===== src/rtl/sdram_arb_pkg.sv =====
// Shared types and default widths for the SDRAM access arbiter.
package sdram_arb_pkg;

   localparam int ADDR_W = 26;
   localparam int DATA_W = 32;

   typedef enum logic [1:0] {IDLE, RD_ISSUE, RD_WAIT, WR_ISSUE} arb_state_t;
   typedef enum logic {GRANT_RD, GRANT_WR} grant_t;

endpackage


===== src/rtl/sdram_access_arbiter.sv =====
// Shares the single SDRAM port between the pixel-fetch reader and the write-back writer,
// with round-robin arbitration, base-address offsetting and a read timeout.
module sdram_access_arbiter #(
   parameter int ADDR_W     = sdram_arb_pkg::ADDR_W,
   parameter int DATA_W     = sdram_arb_pkg::DATA_W,
   parameter int RD_TIMEOUT = 255,
   parameter int TO_W       = 8
) (
   input  logic              clk,
   input  logic              n_rst,
   input  logic [ADDR_W-1:0] start_addr_sdram,
   input  logic [ADDR_W-1:0] finish_addr_sdram,
   input  logic              rd_req,
   input  logic [ADDR_W-1:0] rd_offset,
   output logic              rd_done,
   output logic [DATA_W-1:0] rd_data,
   output logic              rd_err,
   input  logic              wr_req,
   input  logic [ADDR_W-1:0] wr_offset,
   input  logic [DATA_W-1:0] wr_data,
   output logic              wr_ack,
   output logic              sdram_read_en,
   output logic              sdram_write_en,
   output logic [ADDR_W-1:0] address_sdram,
   output logic [DATA_W-1:0] writeData_sdram,
   input  logic [DATA_W-1:0] data_sdram,
   input  logic              sdram_datareadvalid,
   output logic              busy,
   output logic              timeout_seen
);

   import sdram_arb_pkg::*;

   localparam logic [TO_W-1:0] TO_LAST = TO_W'(RD_TIMEOUT - 1);

   arb_state_t        state_q, state_d;
   grant_t            last_grant_q, last_grant_d;
   logic [TO_W-1:0]   to_cnt_q, to_cnt_d;
   logic              read_en_q, read_en_d;
   logic              write_en_q, write_en_d;
   logic              wr_ack_q, wr_ack_d;
   logic              rd_done_q, rd_done_d;
   logic              rd_err_q, rd_err_d;
   logic [DATA_W-1:0] rd_data_q, rd_data_d;
   logic [ADDR_W-1:0] addr_q, addr_d;
   logic [DATA_W-1:0] wdata_q, wdata_d;
   logic              timeout_seen_q, timeout_seen_d;
   logic              busy_q, busy_d;
   logic [ADDR_W-1:0] rd_addr, wr_addr;
   logic              can_grant;

   assign rd_addr = start_addr_sdram + rd_offset;
   assign wr_addr = finish_addr_sdram + wr_offset;

   // The IDLE cycle carrying rd_done is not a grant slot: the reader still holds rd_req there.
   assign can_grant = !rd_done_q;

   always_comb begin
      state_d        = state_q;
      last_grant_d   = last_grant_q;
      to_cnt_d       = to_cnt_q;
      read_en_d      = 1'b0;
      write_en_d     = 1'b0;
      wr_ack_d       = 1'b0;
      rd_done_d      = 1'b0;
      rd_err_d       = 1'b0;
      rd_data_d      = rd_data_q;
      addr_d         = addr_q;
      wdata_d        = wdata_q;
      timeout_seen_d = timeout_seen_q;
      case (state_q)
         IDLE: begin
            if (can_grant && rd_req && (!wr_req || last_grant_q == GRANT_WR)) begin
               state_d      = RD_ISSUE;
               last_grant_d = GRANT_RD;
               read_en_d    = 1'b1;
               addr_d       = rd_addr;
            end else if (can_grant && wr_req) begin
               state_d      = WR_ISSUE;
               last_grant_d = GRANT_WR;
               write_en_d   = 1'b1;
               wr_ack_d     = 1'b1;
               addr_d       = wr_addr;
               wdata_d      = wr_data;
            end
         end
         RD_ISSUE: begin
            state_d  = RD_WAIT;
            to_cnt_d = '0;
         end
         RD_WAIT: begin
            if (sdram_datareadvalid) begin
               state_d   = IDLE;
               rd_done_d = 1'b1;
               rd_data_d = data_sdram;
            end else if (to_cnt_q == TO_LAST) begin
               state_d        = IDLE;
               rd_done_d      = 1'b1;
               rd_err_d       = 1'b1;
               rd_data_d      = '0;
               timeout_seen_d = 1'b1;
            end else begin
               to_cnt_d = to_cnt_q + TO_W'(1);
            end
         end
         WR_ISSUE: state_d = IDLE;
         default:  state_d = IDLE;
      endcase
      busy_d = (state_d != IDLE);
   end

   always_ff @(posedge clk or negedge n_rst) begin
      if (!n_rst) begin
         state_q        <= IDLE;
         last_grant_q   <= GRANT_WR;
         to_cnt_q       <= '0;
         read_en_q      <= 1'b0;
         write_en_q     <= 1'b0;
         wr_ack_q       <= 1'b0;
         rd_done_q      <= 1'b0;
         rd_err_q       <= 1'b0;
         rd_data_q      <= '0;
         addr_q         <= '0;
         wdata_q        <= '0;
         timeout_seen_q <= 1'b0;
         busy_q         <= 1'b0;
      end else begin
         state_q        <= state_d;
         last_grant_q   <= last_grant_d;
         to_cnt_q       <= to_cnt_d;
         read_en_q      <= read_en_d;
         write_en_q     <= write_en_d;
         wr_ack_q       <= wr_ack_d;
         rd_done_q      <= rd_done_d;
         rd_err_q       <= rd_err_d;
         rd_data_q      <= rd_data_d;
         addr_q         <= addr_d;
         wdata_q        <= wdata_d;
         timeout_seen_q <= timeout_seen_d;
         busy_q         <= busy_d;
      end
   end

   assign rd_done         = rd_done_q;
   assign rd_err          = rd_err_q;
   assign rd_data         = rd_data_q;
   assign wr_ack          = wr_ack_q;
   assign sdram_read_en   = read_en_q;
   assign sdram_write_en  = write_en_q;
   assign address_sdram   = addr_q;
   assign writeData_sdram = wdata_q;
   assign busy            = busy_q;
   assign timeout_seen    = timeout_seen_q;

endmodule


===== config.mk =====
export PLATFORM = sky130hd
export DESIGN_NAME = sdram_access_arbiter
export DESIGN_NICKNAME = d
export VERILOG_FILES = /design/src/rtl/sdram_arb_pkg.sv /design/src/rtl/sdram_access_arbiter.sv
export SDC_FILE = /design/constraint.sdc
export NUM_CORES = 1
export LEC_CHECK = 0
export ABC_AREA = 1
export BUFFER_PORTS_ARGS = -buffer_cell sky130_fd_sc_hd__buf_2
export CAP_MARGIN = 20
export CORE_ASPECT_RATIO = 2
export CORE_MARGIN = 1.5
export CORE_UTILIZATION = 35
export DETAILED_ROUTE_END_ITERATION = 8
export PLACE_DENSITY = 0.65
export SYNTH_ARGS = -nofsm -noshare
export SYNTH_HDL_FRONTEND = slang
export SYNTH_SLANG_ARGS = --single-unit

===== constraint.sdc =====
create_clock -name clk -period 3.5 [get_ports clk]
set_clock_uncertainty 0.15 [all_clocks]
set_input_delay 0.7 -clock clk [delete_from_list [all_inputs] [get_ports clk]]
set_output_delay 0.7 -clock clk [all_outputs]
set_load 0.01 [all_outputs]

# Word-level counts from Yosys, hierarchy flattened
# Index checks and enable logic that the tools add are counted.
op_classes:
  reduce_logical: 16
  muxes: 24
  n_eq_ne: 6
  add_sub_neg: 3
  bitwise: 2
op_table:
  columns: ["operator", "n"]
  rows:
  - ["2-to-1 mux 32 bit", 2]
  - ["adder 26 bit", 2]
  - ["2-to-1 mux 26 bit", 2]
  - ["2-to-1 mux 8 bit", 2]
  - ["one-hot mux 8 bit (2 select lines)", 1]
  - ["2-to-1 mux 1 bit", 12]
  - ["AND reduction 3 bit", 3]
  - ["adder 8 x 1 -> 8 bit, second input constant", 1]
  - ["== test 8 bit, second input constant", 1]
  - ["2-to-1 mux 2 bit", 4]
  - ["one-hot mux 2 bit (4 select lines)", 1]
  - ["nonzero test 2 bit", 4]
  - ["== test 2 bit, second input constant", 2]
  - ["inequality test 2 bit, second input constant", 2]
  - ["AND reduction 2 bit", 2]
  - ["logical AND 1 bit", 3]
  - ["== test 2 x 1 -> 1 bit, second input constant", 1]
  - ["zero test 1 bit", 2]
  - ["zero test 2 bit", 1]
  - ["NOT 1 bit", 2]
  - ["logical OR 1 bit", 1]
totals:
  regBits: 107
  wordCells: 63
  output_inout_bits: 97

# Longest topological paths before layout
# Gate-level depths: netlist of run 1.
depth:
  depth_word: 6
  mapped_depth: 15
  ltp_nobuf: 15

# Worst setup path after synthesis of run 1
# Ideal clock, no wire load.
synth_path:
  path_type: "input port to flip-flop"
  from: "in start_addr_sdram[0]"
  to: "reg addr_q[16], in the netlist address_sdram[16]"
  t_arrival_ns: 2.143
  path_stages: 13
  path_buffers: 0
  setup_slack_ns: 1.090
  cell_sequence: "ha_1 > fa_1 > nand3_1 > nand3_1 > nand2_1 > nand2_1 > nand2_1 > nand2_1 > xor2_1 > nand2_1 > nand2_1 > nand2_1 > nand2_1"
synth_between:
  elab_chain_cells: 2
synth_lines:
  columns: ["item", "line_no", "source"]
  rows:
  - ["start, declared", "sdram_access_arbiter.sv:11", "input logic [ADDR_W-1:0] start_addr_sdram,"]
  - ["adder 26 bit", "sdram_access_arbiter.sv:52", "assign rd_addr = start_addr_sdram + rd_offset;"]
  - ["2-to-1 mux 26 bit", "sdram_access_arbiter.sv:73", "if (can_grant && rd_req && (!wr_req || last_grant_q == GRANT_WR)) begin"]
  - ["end signal, assigned", "sdram_access_arbiter.sv:137", "addr_q <= addr_d;"]
  - ["end, declared", "sdram_access_arbiter.sv:45", "logic [ADDR_W-1:0] addr_q, addr_d;"]
# No other way between the ends.
# A chain may end at the register's enable or synchronous reset.

# Final worst setup path of run 1
layout_path:
  from: "in start_addr_sdram[0]"
  to: "reg addr_q[6], in the netlist address_sdram[6]"
# The elaborated chain is that of the path after synthesis.

==> impl_metrics.json, run 1 <==
{
  "maxCapViolations": 0,
  "drive_above_1_share_pct": 20.8,
  "final_cell_mix": "479 x nand2_1, 268 x buf_2, 186 x inv_1, 106 x dfrtp_1, 100 x nand3_1",
  "startpoint": "start_addr_sdram[0]",
  "drtPass1Iterations": 6,
  "hold_ws_ns": 0.271,
  "synth.distinct_cells": 35,
  "hold_path_class": "input port to async pin",
  "ctsResizeCount": 0,
  "htreeDepth": 3,
  "die_h_um": 216,
  "drtIter0Drc": 427,
  "syn_avg_cell_area_um2": 6.44,
  "max_slew.worst_pin.slew_ns": 0.783,
  "synth_seq_cells": 107,
  "top_layer": "met4",
  "clk_pin_slew_worst_paths_ns": 0.07,
  "arrival_ns": 2.51,
  "critical_path_class": "input port to flop",
  "dp_hpwl_mm": 21.2,
  "rsz0062_at_grt": "false",
  "pwr-share-comb_pct": 47.1,
  "met3_length_mm": 1.19,
  "fin_crit_ns": 2.45,
  "yosys_warnings": 0,
  "cts_setup_buffers": 0,
  "clockBufferDepth": 2,
  "wire_per_inst_um": 14.6,
  "finalSetupTns_ns": 0,
  "clock-sinks": 107,
  "status": "finished, final reports clean",
  "coreArea_um2": 22200,
  "final_antenna_net_count": 0,
  "vias": 8562,
  "p_int_w": 0.00345,
  "start_util_pct": 35.9,
  "peakVddDrop_mv": 0.372,
  "io_buffers": 269,
  "clockRootBuffer": "clkbuf_16",
  "ctsHoldBuffers": 0,
  "reg2reg_from": "last_grant_q",
  "syn-cell-area_um2": 7950,
  "setup-violations-final": 0,
  "insertion_delay_ns": 0.35,
  "timing_hold_violations_final": 0,
  "pwr-share-seq_pct": 34.5,
  "place_congestion": 0.947,
  "syn_inst": 1233,
  "antenna_found_initial": 0,
  "dr_wl_met2_mm": 14.7,
  "fmax_mhz": 409,
  "dieWidth_um": 110,
  "relSlewSlack_pct": 47.8,
  "area_delta_synth_final_pct": 24.6,
  "syn_nets": 1460,
  "power.density_nw_per_um2": 610,
  "worstPathRequired_ns": 3.56,
  "grt_pass1_wl_mm": 39.8,
  "worstSetupEndpointType": "flop",
  "vias_per_cell": 4.83,
  "grt_pass1_vias": 8224,
  "start_kind": "input port",
  "final_max_slew_viol_count": 0,
  "num_rows": 77,
  "diodes": 0,
  "finish.net_count": 1720,
  "cellLeakagePower_nw": 5.83,
  "grtUsageTotal_pct": 21.8,
  "ios": 270,
  "p_sw_w": 0.00260,
  "cts_tree": "built",
  "overflow": 0,
  "switching_share_pct": 42.9,
  "drc": 0,
  "pwr-share-clk_pct": 18.4,
  "met1Wirelength_mm": 8.94,
  "cp_max_fo": 4,
  "drt_wl_total_mm": 25.9,
  "finalCritPeriodShare_pct": 69.9,
  "dieArea_um2": 23700,
  "cts_buffers": 9,
  "layout_commonest_cell": "nand2_1",
  "grt_start_max_net_pins": 60,
  "yosysSeqAreaShare_pct": 33.7
}
-- metrics by stage --
stage / power [W] / util (%) / cell area (µm²) / setup slack (ns) / cells
5_1_grt: 0.00659 / 44.7 / 9900 / 0.853 / 1774
2_1_floorplan: 0.00380 / - / 7950 / 1.09 / 1233
3_5_place_dp: 0.00498 / 43.2 / 9580 / 0.684 / 1758
3_3_place_gp: 0.00493 / 43.2 / 9580 / 0.724 / 1758
6_report: 0.00604 / 44.7 / 9900 / 1.05 / 1774
4_1_cts: 0.00613 / 44.7 / 9900 / 1.06 / 1774
-- cell type report --
type	instances	area, µm²
Tap cell	276	345
Sequential cell	107	2680
Inverter	192	721
Timing Repair Buffer	276	1410
Fill cell	2394	12300
Clock inverter	6	93.8
Multi-Input combinational cell	907	4420
Clock buffer	10	229
-- metal layers --
metal  up-vias  track usage (%)
li1       4391                -
met5         -                0
met3        57             2.89
met4         0             10.2
met1      3842             20.6
met2       272             43.8
-- sequential cells by signal (all words and copies together), names as in the netlist --
register,cells
busy,1
address_sdram,26
to_cnt_q,8
state_q,2
rd_data,32
rd_done,1
wr_ack,1
sdram_read_en,1
last_grant_q,1
timeout_seen,1
rd_err,1
writeData_sdram,32
-- path summary, 6_finish.rpt --
check	slack [ns]	end	depth (start not counted)
max	1.05	address_sdram[6]	10
min	0.27	rd_data[2]	1
max reg2reg	1.34	writeData_sdram[26]	9
min reg2reg	0.32	writeData_sdram[28]	2
max in group asynchronous	2.17	writeData_sdram[26]	2
min in group clk	0.32	writeData_sdram[28]	2
-- cell families (layout without fill, tap and decap cells) --
| family | after synthesis | after routing | synth area share (%) |
|---|---|---|---|
| adders and majority gates | 54 | 54 | 8.69 |
| AOI/OAI and AO/OA | 135 | 135 | 8.90 |
| buffers and inverters | 219 | 484 | 10.7 |
| and+or+nand+nor | 701 | 701 | 36.2 |
| xor gates and xnor gates | 17 | 17 | 1.87 |
| DFF | 107 | 107 | 33.7 |
-- cell usage after synthesis, drive strengths merged --
master  instances  area (µm²)
o21bai          1        7.51
buf            18        92.6
nand4          15        93.8
dfstp           1        26.3
xnor2           6        52.6
o211ai          1        7.51
nand2         481        1810
a31oi           9        56.3
nand3b          3        22.5
dfrtp         106        2650
and2            1        6.26
clkbuf          9        33.8
inv           192         721
a21oi          57         289
o22ai           5        31.3
or2             5        31.3
a21o            2        15.0
fa              2        40.0
nor2           87         344
nor4            2        18.8
nand3         100         500
ha             52         651
nor3            7        46.3
o21ai          60         300
xor2           11        96.3
-- critical path: stages --
cell	delay, ns
buf_2	0.10
ha_1	0.24
fa_1	0.43
nand3_1	0.11
nand3_1	0.17
nand2_1	0.13
nand2_1	0.12
or2_2	0.29
nand3_1	0.13
a31oi_1	0.09
-- power groups by stage --
stage / Combinational, W / Sequential, W / Clock, W
floorplan: 0.00147 / 0.00233 / 0
global placement: 0.00283 / 0.00210 / 0
detailed placement: 0.00287 / 0.00210 / 0
CTS: 0.00289 / 0.00209 / 0.00116
global route: 0.00323 / 0.00216 / 0.00120
finish: 0.00284 / 0.00208 / 0.00111
(Power assumes the default switching activity.)
==> run 2: changes to the inputs <==
--- a/config.mk
+++ b/config.mk
@@ -5,14 +5,14 @@
 export SDC_FILE = /design/constraint.sdc
 export NUM_CORES = 1
 export LEC_CHECK = 0
-export ABC_AREA = 1
+export ABC_AREA = 0
 export BUFFER_PORTS_ARGS = -buffer_cell sky130_fd_sc_hd__buf_2
 export CAP_MARGIN = 20
 export CORE_ASPECT_RATIO = 2
 export CORE_MARGIN = 1.5
 export CORE_UTILIZATION = 35
 export DETAILED_ROUTE_END_ITERATION = 8
-export PLACE_DENSITY = 0.65
+export PLACE_DENSITY = 0.67
 export SYNTH_ARGS = -nofsm -noshare
 export SYNTH_HDL_FRONTEND = slang
 export SYNTH_SLANG_ARGS = --single-unit
==> constraint.sdc (replaced) <==
create_clock -name clk -period 2.4 [get_ports clk]
set_clock_uncertainty 0.15 [all_clocks]
set_input_delay 0.48 -clock clk [delete_from_list [all_inputs] [get_ports clk]]
set_output_delay 0.48 -clock clk [all_outputs]
set_load 0.01 [all_outputs]
==> run 2 against run 1 <==
The run now ends with negative setup slack left. Synthesized cell count is 40% lower. Count of clock-buffer cells in the layout unchanged. Via count down 20%. Clock power is 37% higher. Setup slack worse by 1.1 ns. First-iteration DRC count down 50%. Die area down 14%. Worst hold slack got worse by 0.11 ns. Critical path type unchanged. Cell area rose by 0.51%. Largest power group unchanged. Largest cell class unchanged. Critical path depth grew 1. Highest routed layer is now met5.
==> impl_metrics.json, run 2 <==
{
  "path_delay_family": "simple AND/OR/NAND/NOR gates",
  "die_h_um": 200,
  "final_antenna_net_count": 0,
  "grt_start_max_net_pins": 52,
  "fmax_mhz": 415,
  "finish.net_count": 1344,
  "worst_path_largest_cell_delay_ns": 0.50,
  "hold_path_class": "input port to flop",
  "yosys_warnings": 0,
  "clockRootBuffer": "clkbuf_16",
  "worstPathRequired_ns": 2.48,
  "slowest_stage": "or4_1",
  "layout_commonest_cell": "buf_2",
  "finalSetupTns_ns": -0.00787,
  "startpoint": "finish_addr_sdram[0]",
  "yosysMostFrequentCell": "nand2_1",
  "critical_path_class": "input port to flop",
  "failed_checks": "negative setup slack",
  "clk_pin_slew_worst_paths_ns": 0.07,
  "io_buffers": 269,
  "final_cell_mix": "262 x buf_2, 147 x nand2_1, 119 x buf_4, 106 x dfrtp_1, 46 x nor2_1",
  "path_buf_inv": 1,
  "p_sw_w": 0.00342,
  "rsz0062_at_grt": "true",
  "overflow": 0,
  "drtIter0Drc": 215,
  "p_int_w": 0.00535,
  "drive_above_1_share_pct": 42.2,
  "synth_edf_count": 0,
  "synthArstFlopShare_pct": 100,
  "reg2reg_from": "rd_done",
  "coreArea_um2": 18900,
  "vias_per_cell": 4.98,
  "synth_top_cell_by_area": "dfrtp_1",
  "pwr-share-comb_pct": 47.6,
  "dieWidth_um": 101,
  "clockBufferDepth": 2,
  "pwr-share-seq_pct": 35.0,
  "dieArea_um2": 20300,
  "worstPathCellList": "buf_6 -> ha_4 -> fa_2 -> a21oi_4 -> o21a_1 -> o211ai_4 -> nand4_4 -> a211oi_4 -> or4_1 -> nand2_2 -> a221oi_2",
  "grt_pass1_vias": 6691,
  "peakVddDrop_mv": 0.484,
  "syn_inst": 745,
  "synth.distinct_cells": 74,
  "area_delta_synth_final_pct": 46.9,
  "switching_share_pct": 39.0,
  "insertion_delay_ns": 0.36,
  "syn-cell-area_um2": 6780,
  "synthTopCellsByArea": "dfrtp_1 39%, ha_1 9.6%, nand2_1 8.3%, xnor2_1 4.7%, a22o_1 4.1%",
  "fin_crit_ns": 2.41,
  "syn_avg_cell_area_um2": 9.09,
  "drt_wl_total_mm": 20.9,
  "cts_tree": "built",
  "start_kind": "input port",
  "pwr-share-clk_pct": 17.4,
  "grtUsageTotal_pct": 20.1,
  "synthFlopType": "dfrtp_1",
  "arrival_ns": 2.49,
  "synth_seq_cells": 107,
  "final_max_slew_viol_count": 0,
  "grt_pass1_wl_mm": 31.6,
  "syn_nets": 972,
  "finalCritPeriodShare_pct": 100,
  "min-delay-start": "wr_data[10]",
  "cp_max_fo": 3,
  "worstSetupEndpointType": "flop",
  "max_slew.worst_pin.slew_ns": 0.494,
  "cts_buffers": 9,
  "worst_slack_ns": -0.00787,
  "wire_per_inst_um": 15.1,
  "timing_hold_violations_final": 0,
  "htreeDepth": 3,
  "start_util_pct": 35.8,
  "power.density_nw_per_um2": 881,
  "dp_hpwl_mm": 17.2,
  "yosysSeqAreaShare_pct": 39.5,
  "maxCapViolations": 0,
  "setup-violations-final": 1,
  "ios": 270,
  "cellLeakagePower_nw": 5.08,
  "place_congestion": 0.844,
  "synth.top_cells.by_count": "149 x nand2_1, 106 x dfrtp_1, 52 x ha_1, 47 x nor2_1, 42 x a21oi_1",
  "relSlewSlack_pct": 67.0,
  "num_rows": 71,
  "pre_cts_slack_ns": -0.545,
  "synth.top_cell.area_share_pct": 39.2,
  "drc": 0,
  "clock-sinks": 107,
  "drtPass1Iterations": 4,
  "vias": 6882,
  "antenna_found_initial": 6,
  "status": "complete, but fails checks"
}
run 2: worst register-to-register path: cells and delay by family (launching register included):
kind	cells	cell delay, ns
muxes	1	0.17
DFF	1	0.42
AOI/OAI and AO/OA	2	0.15
buffers and inverters	1	0.18
and+or+nand+nor	3	1.00
run 2: layout make-up:
cell class                 instances  area [µm²]
antenna                            4        10.0
clock buffer                      10         239
clock inverter                     6        70.1
fill                            1842        8970
inverter                          18        67.6
multi-input combinational        590        4230
sequential                       107        2680
tap                              255         319
timing repair buffer             391        2340
run 2: worst paths after layout:
check	cells after the start	endpoint	slack (ns)
min	3	writeData_sdram[10]	0.16
max	11	address_sdram[22]	-0.008
min in group asynchronous	2	rd_data[10]	0.44
max reg2reg	7	address_sdram[23]	0.20
max in group asynchronous	3	sdram_read_en	1.04
min reg2reg	2	last_grant_q	0.31
run 2: logic make-up (layout without fill, tap and decap cells):
logic type | after synthesis | count (layout) | synth area share [%]
AND/OR/NAND/NOR | 273 | 273 | 18.2
AO/OA/AOI/OAI | 214 | 214 | 22.7
flip-flops | 107 | 107 | 39.5
adder cells (fa/ha/maj) | 54 | 54 | 10.2
buffers and inverters | 48 | 425 | 2.94
XOR/XNOR | 47 | 47 | 6.08
multiplexers | 2 | 2 | 0.295
other | 0 | 4 | 0
run 2: through the flow:
stage	std cells	power, W	utilization [%]	cell area (µm²)	hold WS, ns
CTS	1376	0.00880	51.2	9690	0.142
floorplan	745	0.00542	-	6850	0.0344
global placement	1359	0.00714	49.2	9320	0.286
detailed placement	1359	0.00722	49.2	9320	0.293
finish	1381	0.00877	52.6	9950	0.161
global route	1381	0.00943	52.6	9950	0.152
run 2: power groups by stage:
stage,logic (W),clock network (W),registers (W)
CTS,0.00415,0.00157,0.00307
global route,0.00463,0.00164,0.00316
floorplan,0.00201,0,0.00341
detailed placement,0.00412,0,0.00310
global placement,0.00406,0,0.00308
finish,0.00417,0.00152,0.00307
run 2: metal layers:
metal	GRT usage, %	vias to the layer above	share of wire [%]
met1	20.0	3207	36
met3	3.03	59	4.0
met2	38.8	210	55
met5	0	-	0.16
li1	-	3402	-
met4	10.8	4	4.4
run 2: what timing repair did:
action	in CTS	in global routing
resized for setup	8	41
setup buffers	0	2
endpoints found under the setup margin	3	10
pin swaps	8	31
hold buffers	1	0
gates cloned	0	0
endpoints found under the hold margin	26	0
==> run 3: changes to the inputs <==
--- a/config.mk
+++ b/config.mk
@@ -10,9 +10,9 @@
 export CAP_MARGIN = 20
 export CORE_ASPECT_RATIO = 2
 export CORE_MARGIN = 1.5
-export CORE_UTILIZATION = 35
+export CORE_UTILIZATION = 40
 export DETAILED_ROUTE_END_ITERATION = 8
-export PLACE_DENSITY = 0.67
+export PLACE_DENSITY = 0.74
 export SYNTH_ARGS = -nofsm -noshare
 export SYNTH_HDL_FRONTEND = slang
 export SYNTH_SLANG_ARGS = --single-unit
==> run 3 against run 2 <==
The run still ends with negative setup slack left. Global-route usage is 3.7 points higher. Count of clock-buffer cells in the layout stayed put. Non-clock buffer count is 3 lower. Flip-flop and latch count stayed put. Power is 0.54% higher. First-iteration DRC count is 12% higher. Combinational power is 2% higher. Clock power hardly changed. Highest routed layer is now met4.
==> impl_metrics.json, run 3 (same netlist as run 2, synthesis figures left out) <==
{
  "drive_above_1_share_pct": 42.1,
  "drc": 0,
  "die_h_um": 187,
  "arrival_ns": 2.49,
  "fillers": 1532,
  "cp.depth": 11,
  "grtUsageTotal_pct": 23.7,
  "overflow": 0,
  "r2r-end": "address_sdram[23]",
  "fmax_mhz": 410,
  "hold-path-endpoint": "writeData_sdram[1]",
  "finalSetupTns_ns": -0.0391,
  "cts_buffers": 9,
  "num_rows": 67,
  "layout_commonest_cell": "buf_2",
  "cp_max_fo": 3,
  "clockRootBuffer": "clkbuf_16",
  "pwr-share-seq_pct": 35.0,
  "final_cell_count_no_fill": 1329,
  "final_max_slew_viol_count": 0,
  "critical_path_class": "input port to flop",
  "fin_crit_ns": 2.44,
  "dp_hpwl_mm": 17.2,
  "worstSetupEndpointType": "flop",
  "wire_per_inst_um": 16.3,
  "drtIter0Drc": 241,
  "switching_share_pct": 39.6,
  "drt_wl_total_mm": 21.6,
  "power.density_nw_per_um2": 896,
  "failed_checks": "negative setup slack",
  "p_int_w": 0.00533,
  "place_congestion": 0.904,
  "pwr-share-clk_pct": 16.9,
  "htreeDepth": 3,
  "status": "complete, but fails checks",
  "slowest_stage": "or4_1",
  "coreArea_um2": 16700,
  "final_antenna_net_count": 0,
  "worstPathRequired_ns": 2.45,
  "clock-sinks": 107,
  "setup-violations-final": 1,
  "drtPass1Iterations": 6,
  "rrSetupSlack_ns": 0.11,
  "start_kind": "input port",
  "max_slew.worst_pin.slew_ns": 0.544,
  "worst_slack_ns": -0.0391,
  "finalPower_w": 0.00882,
  "clockBufferDepth": 2,
  "finish.net_count": 1341,
  "rsz0062_at_grt": "true",
  "grt_pass1_wl_mm": 32.9,
  "cts_tree": "built",
  "vias_per_cell": 5.27,
  "pwr-share-comb_pct": 48.1,
  "path_buf_inv": 1,
  "utilization_pct": 59.0,
  "dieArea_um2": 17800,
  "dieWidth_um": 95.0,
  "min-delay-start": "wr_data[1]",
  "hold_path_depth": 3,
  "grt_start_max_net_pins": 45,
  "final_cell_mix": "263 x buf_2, 148 x nand2_1, 115 x buf_4, 106 x dfrtp_1, 45 x nor2_1",
  "insertion_delay_ns": 0.34,
  "vias": 6998,
  "start_util_pct": 40.6,
  "hold_path_class": "input port to flop",
  "multi_input_area_um2": 4210,
  "ios": 270,
  "relSlewSlack_pct": 63.7,
  "path_delay_family": "compound AO/OA/AOI/OAI gates",
  "finalCritPeriodShare_pct": 102,
  "worst_path_largest_cell_delay_ns": 0.47,
  "maxCapViolations": 0,
  "timing_hold_violations_final": 0,
  "reg2reg_from": "rd_done",
  "grt_pass1_vias": 7064,
  "peakVddDrop_mv": 0.398,
  "antenna_found_initial": 3,
  "seq_area_um2": 2680,
  "worstPathCellList": "buf_6 -> ha_4 -> fa_2 -> a21oi_2 -> o21a_1 -> o211ai_4 -> nand4_4 -> a211oi_4 -> or4_1 -> nand2_1 -> a221oi_2",
  "io_buffers": 269,
  "dp_cells": 1307,
  "hold_ws_ns": 0.175,
  "clk_pin_slew_worst_paths_ns": 0.07,
  "cellLeakagePower_nw": 5.07,
  "area_delta_synth_final_pct": 45.3,
  "worst_r2r_path_depth": 7,
  "p_sw_w": 0.00349
}
-- run 3: cell count changes in the layout (fill, tap and decap cells not counted), sizes merged --
cell / before / now
diode: 4 / 3
buf: 390 / 387
-- run 3: how the worst max path moves through the flow --
stage                     slack, ns             startpoint                end
after floorplan               -0.09  finish_addr_sdram[12]  address_sdram[22]
after global placement        -0.47    start_addr_sdram[1]  address_sdram[23]
after detailed placement      -0.49    start_addr_sdram[1]  address_sdram[23]
after CTS                     0.002   finish_addr_sdram[0]  address_sdram[22]
after global routing          -0.09   finish_addr_sdram[0]  address_sdram[22]
final                         -0.04   finish_addr_sdram[0]  address_sdram[22]
-- run 3: area by class of cell --
cell class,instances,area share (%)
multi-input cells,590,42.8
flip-flops and latches,107,27.2
repair buffers,388,23.6
well taps,207,2.63
clock buffers,10,2.33
clock inverters,6,0.737
inverters,18,0.686
diodes,3,0.0763
-- run 3: power by group through the flow --
stage	Combinational, W	Clock [W]	Sequential, W
after CTS	0.00421	0.00152	0.00308
after global placement	0.00406	0	0.00308
after floorplan	0.00201	0	0.00341
after detailed placement	0.00415	0	0.00311
final	0.00424	0.00149	0.00308
after global routing	0.00471	0.00159	0.00317
-- run 3: worst reg2reg max path, delay by kind of cell, from the launching register on --
kind | cells | cell delay (ns)
compound gates | 2 | 0.16
buf+inv | 1 | 0.18
simple gates | 3 | 1.05
mux | 1 | 0.17
flops | 1 | 0.42
-- run 3: layer usage --
layer | track usage (%) | routed length [µm] | part of all wire (%) | up-vias
li1 | - | - | - | 3389
met1 | 23.0 | 7580 | 35 | 3312
met3 | 3.13 | 1020 | 4.7 | 57
met4 | 11.7 | 978 | 4.5 | 0
met2 | 46.5 | 12100 | 56 | 240
met5 | 0 | 0 | 0 | -
-- run 3: timing repair --
item	in CTS	in global routing
pin swaps	9	19
hold buffers	1	0
buffers inserted	1	2
hold endpoints to repair	33	0
setup endpoints to repair	4	14
gates resized for setup	11	37
-- run 3: stage by stage --
stage	setup WS (ns)	area, µm²
final	-0.0391	9840
after global routing	-0.0914	9840
after CTS	0.00232	9650
after detailed placement	-0.489	9240
after global placement	-0.466	9240
after floorplan	-0.0872	6850
